## src/rtl/ex_div_unit.sv

```systemverilog
// Iterative RV32M DIV/DIVU/REM/REMU unit for the execute stage.
// Radix-2 restoring divider, 32 iterations; divide-by-zero and signed overflow finish in one cycle.
module ex_div_unit #(
  parameter int XLEN = 32
) (
  input  logic            clk,
  input  logic            arst_n,
  input  logic            start,
  input  logic [1:0]      divop,
  input  logic [XLEN-1:0] opr_a,
  input  logic [XLEN-1:0] opr_b,
  input  logic            flush,
  output logic            stall,
  output logic            busy,
  output logic            done,
  output logic [XLEN-1:0] result
);

  typedef enum logic [1:0] {IDLE, CALC, DONE} state_t;

  state_t            state, state_nxt;
  logic [XLEN-1:0]   dvd, dvs, rem;
  logic [4:0]        cnt;
  logic              is_rem, q_neg, r_neg;

  // divop[0]=0 selects the signed forms, divop[1]=1 selects remainder
  logic              sgn_op, accept, div_zero, sgn_ovf, special, last;
  logic [XLEN-1:0]   shifted, rem_nxt, quo_nxt;
  logic [XLEN:0]     diff;

  assign sgn_op   = ~divop[0];
  assign accept   = (state == IDLE) & start & ~flush;
  assign div_zero = (opr_b == '0);
  assign sgn_ovf  = sgn_op & (opr_a == {1'b1, {(XLEN-1){1'b0}}}) & (opr_b == '1);
  assign special  = div_zero | sgn_ovf;
  assign last     = (cnt == 5'd31);

  assign shifted  = {rem[XLEN-2:0], dvd[XLEN-1]};
  assign diff     = {1'b0, shifted} - {1'b0, dvs};
  assign rem_nxt  = diff[XLEN] ? shifted : diff[XLEN-1:0];
  assign quo_nxt  = {dvd[XLEN-2:0], ~diff[XLEN]};

  always_ff @(posedge clk or negedge arst_n) begin
    if (!arst_n) state <= IDLE;
    else         state <= state_nxt;
  end

  always_comb begin
    state_nxt = state;
    case (state)
      IDLE:    if (accept) state_nxt = special ? DONE : CALC;
      CALC:    if (last) state_nxt = DONE;
      DONE:    state_nxt = IDLE;
      default: state_nxt = IDLE;
    endcase
    if (flush) state_nxt = IDLE;
  end

  always_ff @(posedge clk or negedge arst_n) begin
    if (!arst_n) begin
      dvd    <= '0;
      dvs    <= '0;
      rem    <= '0;
      cnt    <= '0;
      is_rem <= 1'b0;
      q_neg  <= 1'b0;
      r_neg  <= 1'b0;
      result <= '0;
    end else if (accept) begin
      is_rem <= divop[1];
      dvd    <= (sgn_op & opr_a[XLEN-1]) ? -opr_a : opr_a;
      dvs    <= (sgn_op & opr_b[XLEN-1]) ? -opr_b : opr_b;
      q_neg  <= sgn_op & (opr_a[XLEN-1] ^ opr_b[XLEN-1]);
      r_neg  <= sgn_op & opr_a[XLEN-1];
      rem    <= '0;
      cnt    <= '0;
      if (div_zero)
        result <= divop[1] ? opr_a : '1;
      else if (sgn_ovf)
        result <= divop[1] ? '0 : {1'b1, {(XLEN-1){1'b0}}};
    end else if (state == CALC && !flush) begin
      dvd <= quo_nxt;
      rem <= rem_nxt;
      cnt <= cnt + 5'd1;
      if (last) begin
        if (is_rem) result <= r_neg ? -rem_nxt : rem_nxt;
        else        result <= q_neg ? -quo_nxt : quo_nxt;
      end
    end
  end

  assign stall = accept | (state == CALC);
  assign busy  = (state != IDLE);
  assign done  = (state == DONE);

endmodule

```

## config.mk

```make
export PLATFORM = sky130hd
export DESIGN_NAME = ex_div_unit
export DESIGN_NICKNAME = d
export VERILOG_FILES = /design/src/rtl/ex_div_unit.sv
export SDC_FILE = /design/constraint.sdc
export NUM_CORES = 1
export LEC_CHECK = 0
export ABC_AREA = 0
export ABC_CLOCK_PERIOD_IN_PS = 10100
export BUFFER_PORTS_ARGS = -buffer_cell sky130_fd_sc_hd__clkbuf_2
export CAP_MARGIN = 20
export CORE_MARGIN = 5
export CORE_UTILIZATION = 45
export CTS_BUF_LIST = sky130_fd_sc_hd__clkbuf_4 sky130_fd_sc_hd__clkbuf_8
export DETAILED_ROUTE_END_ITERATION = 7
export SYNTH_ARGS = -nofsm -noshare
export SYNTH_HDL_FRONTEND = slang
export SYNTH_SLANG_ARGS = --single-unit
```

## constraint.sdc

```tcl
create_clock -name clk -period 10.1 [get_ports clk]
set_input_delay 1.515 -clock clk [delete_from_list [all_inputs] [get_ports clk]]
set_output_delay 1.515 -clock clk [all_outputs]
set_load 0.05 [all_outputs]
```

==> flow_summary_export.csv <==
group,metric,value,unit
global_routing,globalRouteMet2Util,0.412,
pwr,peakVddDrop,0.000107,V
critical_path,crit_type,"register to register",
critical_path,crit_chain,"inv_1, ha_1, fa_1, nand2b_1, a211o_1, a211o_1, a211oi_2, or2_4, nand2_1, o21ai_1, ha_1, nand2_1, nor4_1, a41o_1, and4b_1, nand3_2, o41ai_2, xnor2_1, o21ai_1",
sta,fin_setup_tns,0,ps
die,die_x,170,um
synthesis,synth_nets,1602,
sta,fin_ws,4460,ps
global_routing,globalRouteTotalUtil,0.264,
drt,remaining_drc_errors,0,
finish,syn_to_final_growth,9.50,%
pwr,total_power,2.94,mW
cts,path_clk_slew,90,ps
run_status,status,"finished clean",
synthesis,syn_avg_cell_area,7.67,um2
cts,root_buffer,"clkbuf_8",
synthesis,async_reset_ff_frac,1.00,
global_routing,grt_pass1_vias,10700,
global_routing,use_met1,0.392,
synthesis,synth_top_area_cell,"dfrtp_1",
finish,drive_above_1_share,0.117,
cts,ctsResizeCount,0,
die,rows,58,
sta,setup_viol,0,
drt,wl,38300,um
sta,hold-worst-slack,482,ps
global_routing,grt_max_degree,85,
critical_path,cp-start-kind,"register",
drt,ant_nets,0,
sta,fmax,177,MHz
synthesis,synthFlopType,"dfrtp_1",
die,die_y,170,um
cts,clkSinkCount,137,
critical_path,cp.arrival,5980,ps
critical_path,worst_path_largest_cell_delay,710,ps
global_routing,top_usage_layer,"met2",
drt,post_drt_wl_per_cell,20.3,um
sta,rsz0062_at_grt,"no",
drt,vias_per_cell,5.96,
drt,drt_iter0_markers,1077,
global_routing,grt-ovfl-total,0,
sta,tightestPinTransition,996,ps
cts,clock_path_buffers,2,
pwr,power_density,235,mW/mm2
cts,post-cts-setup-buffers,0,
synthesis,syn_area,0.0114,mm2
global_routing,antenna_found_initial,1,
cts,cts-buffers-inserted,17,
finish,stdcell_area,0.0125,mm2
sta,post-route-period-util,0.559,
synthesis,ys.warnings.count,0,
critical_path,cpMaxStageDelayCell,"a211oi_2",
critical_path,end_kind,"register",
sta,drv_slew,0,
sta,finClkSkew,23.1,ps
place,gp_congestion,0.888,
synthesis,synth_seq_cells,137,
die,fp.dieArea,0.0287,mm2
cts,ctsHoldBuffers,0,
sta,max_slew_margin,0.336,
place,io_buffers,104,
die,io_pins,105,
drt,vias,11300,
die,core_area,0.0251,mm2
synthesis,yosysUniqueCellTypes,84,
die,initial_core_util,0.456,
synthesis,synth.top_cell.area_share,0.299,
job,maxCapViolations,0,
worst_hold_path,min_path_type,"register to register",
critical_path,cp_max_fo,47,
cts,cts_tree,"done",
finish,final_nets,1656,
place,dp_hpwl,28700,um
critical_path,crit_required,10430,ps
cts,cts-htree-levels,4,
global_routing,grt_pass1_wl,60600,um
pwr,power_leakage,5.40,nW
place,placedInstanceArea,0.0122,mm2
synthesis,synth_common_cells,"nand2_1 (236), dfrtp_1 (137), o21ai_0 (135)",
synthesis,synthCells,1492,
place,dpl_worst_slack,4520,ps
synthesis,ys_top_cells_by_area,"dfrtp_1 (30%), nand2_1 (7.7%), o21ai_0 (5.9%)",
global_routing,met3_usage,0.0287,
synthesis,yosysSeqAreaShare,0.299,
synthesis,synth.most_common_cell,"nand2_1",
synthesis,synth_edf_count,0,
sta,hold_violations,0,
sta,period_minus_slack,5640,ps
drt,first_pass_iters,5,
cts,worstSkewPairLatency,460,ps
stage by stage:
stage                     cells   util
after floorplan            1492      -
after global placement     1857  0.484
after detailed placement   1857  0.484
after CTS                  1889  0.499
after global routing       1889  0.499
final                      1890  0.499
state kept, by name, indices dropped and copies added, names as in the netlist:
register / flops
cnt: 5
q_neg: 1
dvd: 32
rem: 31
state: 2
dvs: 32
is_rem: 1
result: 32
r_neg: 1
worst max-delay path, delay by kind of cell (launching register included):
kind                     cells  cell delay, ps
buffers and inverters        1              80
flip-flops                   1             410
AO/OA/AOI/OAI                7            2130
AND/OR/NAND/NOR              7            1780
XOR/XNOR                     1             160
adder cells (fa/ha/maj)      3             970
area by class of cell:
type	instances	area [um2]
fill	2559	12600
timing repair buffer	117	624
antenna	1	2.50
clock buffer	18	248
clock inverter	14	126
multi-input combinational	1217	7480
tap	330	413
inverter	56	210
sequential	137	3430
kinds of logic after synthesis:
kind of cell,count (synthesis),share of synthesized area
compound gates,457,0.255
xor+xnor,138,0.106
fa+ha+maj,40,0.0444
buf+inv,138,0.0488
flops,137,0.299
mux,24,0.0211
simple gates,558,0.226
power breakdown:
| group | internal [mW] | total (mW) | leakage, nW | switching (mW) |
|---|---|---|---|---|
| clock | 0.187 | 0.458 | 0.190 | 0.271 |
| sequential | 0.640 | 0.763 | 1.77 | 0.123 |
| combinational | 0.648 | 1.72 | 3.44 | 1.07 |
path summary, 6_finish.rpt:
check	from	slack, ps	cells after the start	end
worst max-delay path	dvd[31]	4460	19	result[30]
worst min-delay path	dvs[10]	480	2	dvs[10]
worst max register to register	dvd[31]	4460	19	result[30]
worst min register to register	dvs[10]	480	2	dvs[10]
max in group asynchronous	arst_n	7730	2	result[24]
min in group asynchronous	arst_n	1090	1	result[13]
routing by layer:
| metal | wire length (um) | up-vias |
|---|---|---|
| li1 | - | 5457 |
| met1 | 18000 | 5359 |
| met2 | 17500 | 389 |
| met3 | 2100 | 51 |
| met4 | 721 | 0 |
| met5 | 0 | - |
cells in the final DEF, fill, tap and decap left out, drive strengths merged, types with 18 or more instances in the layout:
master and n:
nand2 237, o21ai 165, dfrtp 137, nor2 133
clkbuf 121, a21oi 94, xnor2 75, inv 65
xor2 63, a31oi 42, ha 39, o31ai 31
nor3 27, mux2i 23, nand4 23, nor4 21
nand3 20, or3 18
Power figures use the tool's default switching activity.
